===== src/rtl/ray_column_sequencer.sv =====
// Column sequencer for the raycaster: snapshots the player pose per frame
// and streams one AXI-Stream beat per screen column under backpressure.
module ray_column_sequencer #(
    parameter int SCREEN_WIDTH = 320,
    parameter int HCOUNT_WIDTH = 9,
    parameter int POSE_WIDTH   = 16
) (
    input  logic                    pixel_clk_in,
    input  logic                    rst_in,
    input  logic                    frame_start_in,
    input  logic [1:0]              mode_in,
    input  logic [POSE_WIDTH-1:0]   posX_in,
    input  logic [POSE_WIDTH-1:0]   posY_in,
    input  logic [POSE_WIDTH-1:0]   dirX_in,
    input  logic [POSE_WIDTH-1:0]   dirY_in,
    input  logic [POSE_WIDTH-1:0]   planeX_in,
    input  logic [POSE_WIDTH-1:0]   planeY_in,
    input  logic                    column_tready_in,
    output logic                    column_tvalid_out,
    output logic [HCOUNT_WIDTH-1:0] column_hcount_out,
    output logic [POSE_WIDTH-1:0]   posX_out,
    output logic [POSE_WIDTH-1:0]   posY_out,
    output logic [POSE_WIDTH-1:0]   dirX_out,
    output logic [POSE_WIDTH-1:0]   dirY_out,
    output logic [POSE_WIDTH-1:0]   planeX_out,
    output logic [POSE_WIDTH-1:0]   planeY_out,
    output logic                    column_tlast_out,
    output logic                    busy_out,
    output logic                    frame_done_out,
    output logic                    field_out,
    output logic [7:0]              overrun_count_out
);

    typedef enum logic {
        IDLE = 1'b0,
        EMIT = 1'b1
    } state_t;

    localparam int HW = HCOUNT_WIDTH;

    // Last column for each field parity in interlaced mode.
    localparam int LAST_F0 = (((SCREEN_WIDTH - 1) % 2) == 0) ?
                             SCREEN_WIDTH - 1 : SCREEN_WIDTH - 2;
    localparam int LAST_F1 = (((SCREEN_WIDTH - 1) % 2) == 1) ?
                             SCREEN_WIDTH - 1 : SCREEN_WIDTH - 2;

    localparam logic [HW-1:0] LAST_FULL = HW'(SCREEN_WIDTH - 1);
    localparam logic [HW-1:0] LAST_EVEN = HW'(LAST_F0);
    localparam logic [HW-1:0] LAST_ODD  = HW'(LAST_F1);

    state_t          state_q, state_d;
    logic [HW-1:0]   hcount_q, hcount_d;
    logic [HW-1:0]   last_q, last_d;
    logic            ilace_q, ilace_d;
    logic            tlast_q, tlast_d;
    logic            done_q, done_d;
    logic            field_q, field_d;
    logic [7:0]      ovr_q, ovr_d;

    logic [POSE_WIDTH-1:0] posx_q, posy_q;
    logic [POSE_WIDTH-1:0] dirx_q, diry_q;
    logic [POSE_WIDTH-1:0] plnx_q, plny_q;

    logic            start;
    logic            load;
    logic            hshake;
    logic            ilace_in;
    logic [HW-1:0]   step;
    logic [HW-1:0]   first_col;
    logic [HW-1:0]   last_col;
    logic [HW-1:0]   next_col;

    // Start qualification and column arithmetic for the next cycle.
    always_comb begin
        start     = (mode_in == 2'd0) || frame_start_in;
        load      = (state_q == IDLE) && start;
        hshake    = (state_q == EMIT) && column_tready_in;
        ilace_in  = (mode_in == 2'd2);
        step      = ilace_q ? HW'(2) : HW'(1);
        next_col  = hcount_q + step;
        first_col = LAST_FULL;
        last_col  = LAST_FULL;
        if (ilace_in) begin
            first_col = {{(HW-1){1'b0}}, field_q};
            last_col  = field_q ? LAST_ODD : LAST_EVEN;
        end else begin
            first_col = '0;
            last_col  = LAST_FULL;
        end
    end

    // Next-state logic for the frame FSM and its datapath registers.
    always_comb begin
        state_d  = state_q;
        hcount_d = hcount_q;
        last_d   = last_q;
        ilace_d  = ilace_q;
        tlast_d  = tlast_q;
        done_d   = 1'b0;
        field_d  = field_q;
        ovr_d    = ovr_q;
        unique case (state_q)
            IDLE: begin
                if (start) begin
                    state_d  = EMIT;
                    ilace_d  = ilace_in;
                    hcount_d = first_col;
                    last_d   = last_col;
                    tlast_d  = (first_col == last_col);
                end
            end
            EMIT: begin
                if (frame_start_in && (ovr_q != 8'hFF)) begin
                    ovr_d = ovr_q + 8'd1;
                end
                if (hshake) begin
                    if (tlast_q) begin
                        state_d = IDLE;
                        tlast_d = 1'b0;
                        done_d  = 1'b1;
                        if (ilace_q) begin
                            field_d = ~field_q;
                        end
                    end else begin
                        hcount_d = next_col;
                        tlast_d  = (next_col == last_q);
                    end
                end
            end
            default: begin
                state_d = IDLE;
            end
        endcase
    end

    // FSM state and column bookkeeping registers.
    always_ff @(posedge pixel_clk_in or posedge rst_in) begin
        if (rst_in) begin
            state_q  <= IDLE;
            hcount_q <= '0;
            last_q   <= '0;
            ilace_q  <= 1'b0;
            tlast_q  <= 1'b0;
            done_q   <= 1'b0;
            field_q  <= 1'b0;
            ovr_q    <= '0;
        end else begin
            state_q  <= state_d;
            hcount_q <= hcount_d;
            last_q   <= last_d;
            ilace_q  <= ilace_d;
            tlast_q  <= tlast_d;
            done_q   <= done_d;
            field_q  <= field_d;
            ovr_q    <= ovr_d;
        end
    end

    // Pose snapshot, captured only on the frame start edge.
    always_ff @(posedge pixel_clk_in or posedge rst_in) begin
        if (rst_in) begin
            posx_q <= '0;
            posy_q <= '0;
            dirx_q <= '0;
            diry_q <= '0;
            plnx_q <= '0;
            plny_q <= '0;
        end else if (load) begin
            posx_q <= posX_in;
            posy_q <= posY_in;
            dirx_q <= dirX_in;
            diry_q <= dirY_in;
            plnx_q <= planeX_in;
            plny_q <= planeY_in;
        end
    end

    // Outputs are direct register taps.
    always_comb begin
        column_tvalid_out = (state_q == EMIT);
        busy_out          = (state_q == EMIT);
        column_hcount_out = hcount_q;
        column_tlast_out  = tlast_q;
        frame_done_out    = done_q;
        field_out         = field_q;
        overrun_count_out = ovr_q;
        posX_out          = posx_q;
        posY_out          = posy_q;
        dirX_out          = dirx_q;
        dirY_out          = diry_q;
        planeX_out        = plnx_q;
        planeY_out        = plny_q;
    end

endmodule


===== config.mk =====
export PLATFORM = sky130hd
export DESIGN_NAME = ray_column_sequencer
export DESIGN_NICKNAME = d
export VERILOG_FILES = /design/src/rtl/ray_column_sequencer.sv
export SDC_FILE = /design/constraint.sdc
export NUM_CORES = 1
export LEC_CHECK = 0
export CORE_MARGIN = 1
export CORE_UTILIZATION = 38
export DETAILED_ROUTE_END_ITERATION = 8
export HOLD_SLACK_MARGIN = 0.06
export PLACE_DENSITY = 0.82
export REMOVE_ABC_BUFFERS = 1
export SYNTH_ARGS = -nofsm -noshare
export SYNTH_HDL_FRONTEND = slang
export SYNTH_SLANG_ARGS = --single-unit

===== constraint.sdc =====
create_clock -name pixel_clk_in -period 3.8 [get_ports pixel_clk_in]
set_clock_uncertainty 0.1 [all_clocks]
set_input_delay 0.76 -clock pixel_clk_in [delete_from_list [all_inputs] [get_ports pixel_clk_in]]
set_output_delay 0.76 -clock pixel_clk_in [all_outputs]
set_load 0.1 [all_outputs]

# Word level (Yosys, flattened, before mapping)
# Index checks and enable logic that the tools add are counted.
dict set report totals {
  elab_cells 54
  input_bits 102
  regBits 127
  out_inout_bits 118
}
dict set report classes {
  n_reduce_logical 10
  add_sub_neg 2
  muxes 19
  bitwise 2
  n_eq_ne 7
}
# cell count
set ops {}
lappend ops {{$mux 9} 3}
lappend ops {{$pmux 9 s2} 1}
lappend ops {{$mux 1} 12}
lappend ops {{$add 9x2->9} 1}
lappend ops {{$eq 1x9->1} 1}
lappend ops {{$eq 9x9->1} 1}
lappend ops {{$add 8x1->8 const B} 1}
lappend ops {{$ne 8x8->1 const B} 1}
lappend ops {{$reduce_and 2->1} 3}
lappend ops {{$ne 2x2->1 const B} 2}
lappend ops {{$pmux 1 s2} 2}
lappend ops {{$reduce_and 4->1} 1}
lappend ops {{$logic_and 1x1->1} 3}
lappend ops {{$reduce_and 3->1} 1}
lappend ops {{$eq 2x2->1 const B} 1}
lappend ops {{$logic_not 2->1} 1}
lappend ops {{$mux 2} 1}
lappend ops {{$ne 2x1->1 const B} 1}
lappend ops {{$not 1->1} 2}
lappend ops {{$logic_or 1x1->1} 1}

# Depth between registers and ports, before layout
dict set report logic_depth {
  word_depth 6
  mapped_depth 9
  depth_no_buf 8
}

# Least setup slack after synthesis
# Ideal clock, no wire load.
dict set report synth_path {
  path_kind {register -> register}
  from {register hcount_q[0], in the netlist column_hcount_out[0]}
  to {register tlast_q, in the netlist column_tlast_out}
  arrival_ps 2692
  path_buffers 1
  stages_incl_launch_ff 9
  synth_period_minus_slack_ps 2884
  required_ps 3608
  setup_slack_ps 916
  path_cell_list {dfrtp_1 -> ha_1 -> fa_1 -> buf_2 -> nand3_4 -> or3_1 -> a211o_1 -> mux2_2 -> o31ai_2}
}
dict set report synth_via {
  elab_chain_len 5
}
# element line_no
set synth_lines {}
lappend synth_lines {{from (decl)} 52} ;# logic [HW-1:0] hcount_q, hcount_d;
lappend synth_lines {{from (signal assigned)} 149} ;# hcount_q <= hcount_d;
lappend synth_lines {{$add 9x2->9} 80} ;# next_col = hcount_q + step;
lappend synth_lines {{$eq 9x9->1} 126} ;# tlast_d = (next_col == last_q);
lappend synth_lines {{$mux 1} 117} ;# if (tlast_q) begin
lappend synth_lines {{$mux 1} 116} ;# if (hshake) begin
lappend synth_lines {{$pmux 1 s2} 102} ;# unique case (state_q)
lappend synth_lines {{to (signal assigned)} 152} ;# tlast_q <= tlast_d;
lappend synth_lines {{to (decl)} 55} ;# logic tlast_q, tlast_d;
# Every way passes these cells. The select of a mux whose other input is x is not followed.
# A chain may end at the register's enable or synchronous reset.

# Worst setup path after layout
dict set report layout_path {
  from {register hcount_q[2], in the netlist column_hcount_out[2]}
  to {output column_hcount_out[2]}
}
# element line_no
set layout_lines {}
lappend layout_lines {{to (decl)} 20} ;# output logic [HCOUNT_WIDTH-1:0] column_hcount_out,
# No word-level cell between the ends.

==> summary.md <==
| Metric | Value |
|---|---|
| Total gr overflow | `0` |
| Data arrival time of the worst path | `2.18 ns` |
| Total chip power | `0.00561 W` |
| Most frequent cells in the layout | `nand2_1, clkdlybuf4s50_1, dfrtp_1` |
| Global placer's final weighted congestion | `0.785` |
| Post-CTS Setup Bufs | `0` |
| Boundary Pins | `220` |
| Routed Antenna Nets | `0` |
| DR WL/cell | `13.8 um` |
| Final TNS setup | `0 ns` |
| Clk buf depth | `2` |
| Slew @ Worst Pin | `1.03 ns` |
| Num CTS Buffers | `17` |
| Crit path depth | `1` |
| Crit path capture type | `primary output` |
| Type of the worst setup path | `reg -> out` |
| Register area share after synthesis | `61.2%` |
| Core Rows | `41` |
| Initial antenna violation count | `0` |
| Max IR drop VDD | `0.408 mV` |
| Routed vias/inst | `4.64` |
| Synthesized instance count | `544` |
| CTS H-Tree Depth | `4` |
| WP buf/inv | `1` |
| CP max FO | `10` |
| Pwr per Cell Area | `709 nW/um2` |
| Reg2Reg Capture Point | `column_tlast_out` |
| Nets | `864` |
| Yosys cell types | `39` |
| Die width | `116 um` |
| CP required | `2.94 ns` |
| Yosys reg bits | `120` |
| Worst reg2reg path startpoint | `ilace_q` |
| Hold-fix buffers, CTS | `0` |
| EDFF count, synth | `0` |
| DRT Pass-1 Iters | `4` |
| CP max-delay cell | `clkdlybuf4s50_1` |
| Antenna diodes | `0` |
| Die ar. | `13,400 um2` |
| Core area | `12,600 um2` |
| Pleak | `3.73 nW` |
| GRT Util Overall | `20.3%` |
| Worst setup startpoint | `column_hcount_out[2]` |
| Syn. warnings | `0` |
| Top Layer Used | `met4` |
| Worst Hold Depth | `2` |
| CTS tree | `yes` |
| Final min period | `3.04 ns` |
| Global-route wire length before repair | `20,700 um` |
| Unrepaired setup endpoints after global routing | `no` |
| Met1 Routed Length | `5340 um` |
| Number of global-route vias before repair | `4,222` |
| Post-synth ARST share | `100%` |
| R2r setup slk | `1.33 ns` |
| Max cap viols | `0` |
| Vert. Die Dim | `116 um` |
| Port Buffers | `219` |
| Crit path max-delay family | `buffers and inverters` |
| Syn Std Cell Area | `4900 um2` |
| Clock-pin slew on the worst setup and hold paths | `0.05 ns` |
| Commonest non-fill, non-tap cell in the layout | `nand2_1` |
| Fmax | `0.329 GHz` |
| Setup-failing EPs final | `0` |
| Synth Flop Type | `dfrtp_1` |
| Status | `finished clean` |
| Period utilization | `80.1%` |
| End of the critical path | `column_hcount_out[2]` |
| Slew HR | `31.2%` |
| Placed insts | `911` |
| Initial drt markers | `230` |
| Met2 routed WL | `6290 um` |
| Routed WL | `13,000 um` |
| Largest net degree at the start of global routing | `97` |
| Worst Reg-to-Reg Cells | `8` |
| Clk root buf | `clkbuf_16` |
| Starting Density | `38.9%` |
| Final Non-Filler Cells | `943` |
| Met3 wire len | `1050 um` |
| Type of element launching the critical path | `flop` |
| Fin. max-slew vios | `0` |
| Final Hold Fails | `0` |
| Crit-path cells | `clkdlybuf4s50_1` |
| Min-Delay Path Class | `reg -> reg` |
| Residual DRC | `0` |
| CP max stage delay | `1.21 ns` |
| Vias | `4,371` |
| Worst-Skew Late Latency | `0.41 ns` |
| Layout cells sized above 1 | `5.71%` |
| Area growth, synth to finish | `61.4%` |
| # resized after CTS | `0` |
| Clock sink total | `120` |
| Avg Synthesized Cell Area | `9.02 um2` |
| HPWL after DPL | `8870 um` |
cells in the mapped netlist (4+ instances only):
| master | instances | area (um2) |
|---|---|---|
| a21oi_1 | 5 | 25.0 |
| clkbuf_1 | 20 | 75.1 |
| dfrtp_1 | 120 | 3000 |
| nand2_1 | 303 | 1140 |
| nand3_1 | 4 | 20.0 |
| nand4_1 | 7 | 43.8 |
| nor2_1 | 13 | 48.8 |
| o21ai_0 | 12 | 60.1 |
| xnor2_1 | 10 | 87.6 |
routing by layer:
metal / vias to the layer above / GRT usage [%]
met2: 164 / 32.7
met3: 26 / 7.06
met5: - / 0
met1: 2048 / 24.2
li1: 2133 / -
met4: 0 / 10.2
metrics by stage:
step	area (um2)	utilization [%]	worst slack [ns]	hold WS (ns)
floorplan	4780	-	-2.03	0.360
global placement	7260	57.5	0.942	0.357
detailed placement	7260	57.5	0.858	0.361
CTS	7920	62.7	0.747	0.374
global route	7920	62.7	0.698	0.385
finish	7920	62.7	0.756	0.368
kinds of logic after synthesis:
logic type | Yosys count | share of synthesized area, %
and+or+nand+nor | 346 | 28.4
DFF | 120 | 61.2
buffers and inverters | 31 | 2.68
AOI/OAI and AO/OA | 27 | 3.57
xor gates and xnor gates | 13 | 2.32
adders and majority gates | 4 | 1.17
muxes | 3 | 0.663
sequential cells by signal, indices dropped and copies added, names as in the netlist:
name and cells:
busy_out 1, dirX_out 16, planeX_out 16, field_out 1, posY_out 16, ilace_q 1, frame_done_out 1, planeY_out 16
dirY_out 16, column_hcount_out 9, posX_out 16, last_q 2, overrun_count_out 8, column_tlast_out 1
cell type report:
cell class	count	area, um2
sequential	120	3000
tap	172	215
timing repair buffer	223	2240
clock buffer	25	495
inverter	3	13.8
fill	1080	4700
clock inverter	7	163
multi-input combinational	393	1790
worst min path at each step:
| stage | from | to | slack, ns |
|---|---|---|---|
| finish | dirY_out[13] | dirY_out[13] | 0.37 |
| global route | dirY_out[13] | dirY_out[13] | 0.38 |
| CTS | planeY_out[1] | planeY_out[1] | 0.37 |
| detailed placement | planeY_out[1] | planeY_out[1] | 0.36 |
| global placement | planeX_out[14] | planeX_out[14] | 0.36 |
| floorplan | last_q[0] | last_q[0] | 0.36 |
power breakdown:
part / switching (W) / total [W] / internal [W] / leakage [nW]
sequential: 0.000163 / 0.00163 / 0.00147 / 1.50
combinational: 0.00167 / 0.00220 / 0.000532 / 1.91
clock: 0.000547 / 0.00178 / 0.00123 / 0.318
total: 0.00238 / 0.00561 / 0.00323 / 3.73
Power figures use the tool's default switching activity.
